===== src/rtl/cex_pkg.sv =====
// cex_pkg: shared target state encoding, driver FSM states, error codes and target transition function
package cex_pkg;
  localparam logic [1:0] S0 = 2'd0;
  localparam logic [1:0] S1 = 2'd1;
  localparam logic [1:0] S2 = 2'd2;
  localparam logic [1:0] S3 = 2'd3;
  typedef enum logic [1:0] {ST_IDLE, ST_RUN, ST_DONE, ST_FAIL} fsm_t;
  localparam logic [1:0] ERR_NONE     = 2'd0;
  localparam logic [1:0] ERR_MISMATCH = 2'd1;
  localparam logic [1:0] ERR_UNREACH  = 2'd2;
  localparam logic [1:0] ERR_TIMEOUT  = 2'd3;
  function automatic logic [1:0] cex_next(input logic [1:0] s, input logic i);
    return s == S0 ? S1 : s == S1 ? (i ? S2 : S0) : s == S2 ? (i ? S3 : S2) : S3;
  endfunction
endpackage


===== src/rtl/cex_shadow.sv =====
// cex_shadow: free-running shadow of the target state and observed-flag mismatch detect
module cex_shadow import cex_pkg::*; (
  input  logic       clock,
  input  logic       reset,
  input  logic       i,
  input  logic       p,
  input  logic       q,
  output logic [1:0] shadow,
  output logic       mismatch
);
  always_ff @(posedge clock or posedge reset)
    if (reset) shadow <= S0;
    else shadow <= cex_next(shadow, i);
  assign mismatch = (p != (shadow == S1)) || (q != (shadow == S2));
endmodule


===== src/rtl/cex_driver.sv =====
// cex_driver: closed-loop driver steering the cex target to a goal state; trace storage under CEX_DRIVER_TRACE_EN
module cex_driver import cex_pkg::*; #(
  parameter int MAX_STEPS = 15,
  parameter int DEPTH = 16,
  localparam int SW = $clog2(MAX_STEPS + 1),
  localparam int AW = $clog2(DEPTH)
) (
  input  logic          clock,
  input  logic          reset,
  input  logic          start,
  input  logic [1:0]    goal,
  input  logic          p,
  input  logic          q,
  output logic          i,
  output logic          busy,
  output logic          done,
  output logic          fail,
  output logic [1:0]    err_code,
  output logic [SW-1:0] steps,
  input  logic [AW-1:0] trace_addr,
  output logic          trace_data
);
  fsm_t st;
  logic [1:0] goal_q, shadow;
  logic mismatch, drive, adv;
  cex_shadow u_shadow (.clock, .reset, .i, .p, .q, .shadow, .mismatch);
  // i is held low on deciding cycles so the target stays where the run ended
  assign drive = st == ST_RUN && shadow != goal_q && steps != SW'(MAX_STEPS);
  assign i = drive && goal_q[1] && (shadow == S1 || shadow == S2);
  assign adv = drive && !mismatch && shadow != S3;
  assign busy = st == ST_RUN;
  assign done = st == ST_DONE;
  assign fail = st == ST_FAIL;
  always_ff @(posedge clock or posedge reset)
    if (reset) begin
      st <= ST_IDLE;
      goal_q <= S0;
      steps <= '0;
      err_code <= ERR_NONE;
    end else if (st != ST_RUN) begin
      if (start) begin
        st <= ST_RUN;
        goal_q <= goal;
        steps <= '0;
        err_code <= ERR_NONE;
      end
    end else if (mismatch) begin
      st <= ST_FAIL;
      err_code <= ERR_MISMATCH;
    end else if (shadow == goal_q) st <= ST_DONE;
    else if (shadow == S3) begin
      st <= ST_FAIL;
      err_code <= ERR_UNREACH;
    end else if (steps == SW'(MAX_STEPS)) begin
      st <= ST_FAIL;
      err_code <= ERR_TIMEOUT;
    end else steps <= steps + 1'b1;
`ifdef CEX_DRIVER_TRACE_EN
  logic [DEPTH-1:0] mem;
  always_ff @(posedge clock)
    if (adv) mem[AW'(steps)] <= i;
  assign trace_data = mem[trace_addr];
`else
  logic unused_trace;
  assign unused_trace = ^{trace_addr, adv};
  assign trace_data = 1'b0;
`endif
endmodule


===== config.mk =====
export PLATFORM = sky130hd
export DESIGN_NAME = cex_driver
export DESIGN_NICKNAME = d
export VERILOG_FILES = /design/src/rtl/cex_pkg.sv /design/src/rtl/cex_shadow.sv /design/src/rtl/cex_driver.sv
export SDC_FILE = /design/constraint.sdc
export NUM_CORES = 1
export LEC_CHECK = 0
export CAP_MARGIN = 0
export CORE_MARGIN = 3
export CORE_UTILIZATION = 45
export DETAILED_ROUTE_END_ITERATION = 8
export GPL_TIMING_DRIVEN = 1
export PLACE_DENSITY_LB_ADDON = 0.2
export SKIP_CTS_REPAIR_TIMING = 1
export SLEW_MARGIN = 10
export SYNTH_ARGS = -nofsm -noshare
export SYNTH_HDL_FRONTEND = slang
export SYNTH_SLANG_ARGS = --single-unit

===== constraint.sdc =====
create_clock -name clock -period 2.6 [get_ports clock]
set_input_delay 0.39 -clock clock [delete_from_list [all_inputs] [get_ports clock]]
set_output_delay 0.39 -clock clock [all_outputs]
set_load 0.01 [all_outputs]

# Word level (Yosys, flattened, before mapping)
# Cells that the tools add are included.
# W data, S select, Z words.
# op_classes
mux	22
reduce_logical	13
n_eq_ne	19
n_addsub	1
# op_table
op	count
$mux W2	15
$mux W4	6
$eq A2 B2 Y1 const B	4
$ne A2 B2 Y1 const B	4
$reduce_and A5 Y1	1
$reduce_bool A5 Y1	1
$add A4 B1 Y4 const B	1
$eq A2 B1 Y1 const B	2
$eq A4 B4 Y1 const B	1
$logic_and A1 B1 Y1	4
$ne A2 B1 Y1 const B	2
$ne A4 B4 Y1 const B	1
$reduce_and A2 Y1	2
$reduce_bool A4 Y1	1
$ne A3 B3 Y1 const B	1
$reduce_and A3 Y1	1
$eq A2 B2 Y1	1
$logic_not A2 Y1	1
$logic_or A1 B1 Y1	2
$ne A1 B1 Y1	2
$ne A2 B2 Y1	1
$mux W1	1
# word_totals
register_bits	12
input_bits	11
word_cells	60

# Depth between registers and ports, before layout
# logic_depth
word_depth	9
mapped_depth	6
mapped_depth_nobuf	6

# Modules after synthesis
# Synthesis repeated with hierarchy kept, for this count alone.
# hier_totals
cells_unflattened	71
hier_area_um2	754.5
# modules_own_cells
mod	instances	cells_per_inst	seq_area_each_um2	area_per_inst_um2
cex_driver	1	58	250.2	635.6
cex_shadow	1	13	50.0	118.9

# Worst setup path before layout
# OpenSTA, ideal clock, no wires.
# synth_timing
kind	reg2reg
start	register u_shadow.shadow[0]
end	register steps[0]
path_buffers	0
path_stages_with_launch	7
required_ps	2470
setup_time_ps	130
path_slack_ps	755
arrival_ps	1715
cell_sequence	dfrtp_1 > inv_1 > ha_1 > xor2_1 > or3_1 > or3_4 > mux2i_1
# synth_via
elab_chain_len	5
elab_cells_between_ends	11
classes_between	eq/ne: 9; reduce/logical: 2
# synth_rtl
element	line	rtl
from (decl)	cex_shadow.sv:8	output logic [1:0] shadow,
from (signal assigned)	cex_shadow.sv:13	else shadow <= cex_next(shadow, i);
$eq A2 B1 Y1 / $eq A2 B2 Y1 (equally long branches)	cex_shadow.sv:14	assign mismatch = (p != (shadow == S1)) || (q != (shadow == S2));
$ne A1 B1 Y1	cex_shadow.sv:14	
$logic_or A1 B1 Y1	cex_shadow.sv:14	
$ne A2 B1 Y1 (no line)	-	
$reduce_and A5 Y1 (no line) (*)	-	
to (signal assigned)	cex_driver.sv:57	end else steps <= steps + 1'b1;
to (decl)	cex_driver.sv:19	output logic [SW-1:0] steps,
# Every way passes the cells marked *; elsewhere a longest branch is shown, timed or not.
# A chain may end at the register's enable or synchronous reset.

# Final worst setup path
# layout_timing
start	register st[1]
end	output i
# layout_via
elab_chain_len	5
# layout_rtl
element	line	rtl
from (decl)	cex_driver.sv:23	fsm_t st;
from (signal assigned)	cex_driver.sv:36	st <= ST_IDLE;
from (signal assigned)	cex_driver.sv:42	st <= ST_RUN;
from (signal assigned)	cex_driver.sv:48	st <= ST_FAIL;
$eq A2 B1 Y1	cex_driver.sv:28	assign drive = st == ST_RUN && shadow != goal_q && steps != SW'(MAX_STEPS);
$logic_and A1 B1 Y1 (2 in a row)	cex_driver.sv:28	
$logic_and A1 B1 Y1 (2 in a row)	cex_driver.sv:29	assign i = drive && goal_q[1] && (shadow == S1 || shadow == S2);
to (decl)	cex_driver.sv:14	output logic i,
# No other way between the ends.

==> summary.md <==
| Metric | Value |
|---|---|
| Ports | `22` |
| # H-tree levels | `1` |
| Final Critical Period | `about 2500 ps` |
| Drt first pass iters | `4` |
| Most common cell after layout, fill and taps aside | `clkdlybuf4s50_1` |
| Pwr Total | `slightly below 1000 µW` |
| Num CTS Buffers | `3` |
| Total nets after synthesis | `92` |
| Initial Util | `0.518` |
| Placed cell area | `896 µm²` |
| Avg WL per Cell | `13.2 µm` |
| Most frequent cells in the layout | `clkdlybuf4s50_1 (16), dfrtp_1 (11), inv_1 (8)` |
| Area fraction of the dominant cell type after synthesis | `0.415` |
| RSZ-0062 raised after global routing | `no` |
| Final net count | `112` |
| Flop2flop setup slack | `650 ps` |
| Data arrival, critical path | `2060 ps` |
| Core Footprint | `0.00140 mm²` |
| Multi-input gate area | `387 µm²` |
| Mean Syn Cell Area | `9.53 µm²` |
| R2r endpoint | `steps[0]$_DFFE_PP0P_` |
| FP Rows | `13` |
| Synth cell types | `31` |
| # Max-Cap Violations | `0` |
| Port bufs | `16` |
| # clock sinks | `12` |
| Hold Fails Final Rpt | `0` |
| Pwr dens | `1030 mW/mm²` |
| F_max | `between 400 and 500 MHz` |
| Post-synth design cell area | `724 µm²` |
| DP HPWL | `about 1100 µm` |
| Worst r2r path cells | `6` |
| CTS tree | `built` |
| Reg area | `just over 300 µm²` |
| Die height | `approximately 46 µm` |
| Global-route wire length before repair | `2330 µm` |
| Startpoint Class | `register` |
| Final wirelength | `1460 µm` |
| Synthesis-to-finish area growth | `28.8%` |
| Critical path class | `reg -> out` |
| Clock slew at reported path FFs | `90 ps` |
| Clock Skew | `between 9 and 10 ps` |
| Max VDD drop | `approximately 0.00052 V` |
| Largest net degree at the start of global routing | `13` |
| Clock buffer depth | `2` |
| Initial antenna violation count | `0` |
| Hold/Removal Path Class | `in -> async` |
| Setup crit start | `st[1]$_DFFE_PP0P_` |
| R2r startpoint | `u_shadow.shadow[0]$_DFF_PP0_` |
| Clk_lat worst skew | `280 ps` |
| Setup violators final | `0` |
| Antenna Cells | `0` |
| Fraction of layout cells with a size suffix above 1 | `0.116` |
| Area leader, netlist | `dfrtp_1` |
| Syn. warnings | `0` |
| Crit-path max FO | `7` |
| DRC errors left | `0` |
| Yosys reg bits | `12` |
| Final worst-path cycle share | `0.944` |
| Setup crit end | `i` |
| ANT nets after route | `0` |
| Post-synthesis sequential area ratio | `0.415` |
| Root Driver | `clkbuf_4` |
| Synth top area cells | `dfrtp_1 (41%), ha_1 (8.6%), inv_1 (4.1%)` |
| GRT Residual Overflow | `0` |
| LEAKAGE | `0.000442 µW` |
| Fin Setup TNS | `0 ps` |
| Total track usage | `0.158` |
| Initial DRC Count | `17` |
| Die extent in x | `roughly 46 µm` |
| Slew Limit Fails | `0` |
| Vias in the first global route | `548` |
| Vias/cell | `5.65` |
| CP endpoint kind | `output port` |
| Fillers | `128` |
| Post-route design area | `around 930 µm²` |
| Final estimated routing congestion in global placement | `0.794` |
| Status | `finished, final reports clean` |
| Post-Syn Instances | `76` |
| Die Area | `0.00213 mm²` |
| Vias after detailed routing | `~620` |
| CP Data Required Time | `2210 ps` |
## worst min-delay path by stage
stage / from / endpoint / slack [ps] / cells after the start
3_3_place_gp: err_code[1]$_DFFE_PP0P_ / err_code[1]$_DFFE_PP0P_ / 490 / 2
5_1_grt: reset / steps[1]$_DFFE_PP0P_ / 450 / 2
2_1_floorplan: reset / err_code[0]$_DFFE_PP0P_ / 250 / 1
4_1_cts: reset / steps[1]$_DFFE_PP0P_ / 430 / 2
6_report: reset / steps[1]$_DFFE_PP0P_ / 410 / 2
3_5_place_dp: err_code[1]$_DFFE_PP0P_ / err_code[1]$_DFFE_PP0P_ / 500 / 2
## layout make-up
type / instances / area share
clock buffer: 4 / 0.0389
multi-input combinational: 55 / 0.414
tap: 15 / 0.0201
sequential: 12 / 0.323
timing repair buffer: 16 / 0.172
inverter: 8 / 0.0322
## stage by stage
| step | hold WS, ps | cells | setup slack [ps] | utilization |
|---|---|---|---|---|
| 2_1_floorplan | 255 | 76 | 755 | - |
| 3_3_place_gp | 486 | 106 | 438 | 0.640 |
| 3_5_place_dp | 500 | 106 | 437 | 0.640 |
| 4_1_cts | 426 | 110 | 117 | 0.666 |
| 5_1_grt | 448 | 110 | 16.8 | 0.667 |
| 6_report | 408 | 110 | 145 | 0.667 |
## Yosys cell counts (all sizes together)
| cell | n |
|---|---|
| xnor2 | 2 |
| mux2 | 2 |
| or4 | 1 |
| o21ai | 2 |
| or3 | 2 |
| and2 | 2 |
| conb | 1 |
| a31oi | 2 |
| a311o | 1 |
| nor4 | 1 |
| nor2 | 7 |
| xor2 | 2 |
| ha | 5 |
| inv | 8 |
| nand2b | 2 |
| o211ai | 1 |
| nand2 | 6 |
| buf | 1 |
| nand3 | 4 |
| o311ai | 1 |
| dfrtp | 12 |
| a21oi | 4 |
| o31ai | 1 |
| a31o | 1 |
| a222oi | 1 |
| nor3 | 1 |
| mux2i | 2 |
| a211o | 1 |
## where the power goes
| part | total [µW] | internal (µW) | switching (µW) |
|---|---|---|---|
| logic | 504 | 246 | 258 |
| clock network | 155 | 85.2 | 69.6 |
| registers | 302 | 247 | 55.3 |
## cell families after synthesis
kind of cell / share of synthesized area
and+or+nand+nor: 0.192
xor gates and xnor gates: 0.0484
other: 0.00518
DFF: 0.415
adders and majority gates: 0.0864
buffers and inverters: 0.0518
muxes: 0.0587
AOI/OAI and AO/OA: 0.143
## routing by layer
| layer | wire, µm | vias to the layer above | part of all wire | global-route usage |
|---|---|---|---|---|
| li1 | - | 302 | - | - |
| met1 | 623 | 290 | 0.43 | 0.191 |
| met2 | 673 | 26 | 0.46 | 0.250 |
| met3 | 130 | 4 | 0.089 | 0.0469 |
| met4 | 27 | 0 | 0.019 | 0.0852 |
| met5 | 0 | - | 0 | 0 |
## worst max-delay path: stages, from the launching register on
cell,delay (ps)
dfrtp_1,400
nand2b_4,170
inv_1,180
nand3_1,100
a311o_1,320
inv_1,70
clkdlybuf4s50_1,530
## sequential cells by signal (all words and copies together), names as in the netlist
register and flops:
steps 4, err_code 2, goal_q 2, st 2, u_shadow.shadow 2
(Power assumes the default switching activity.)
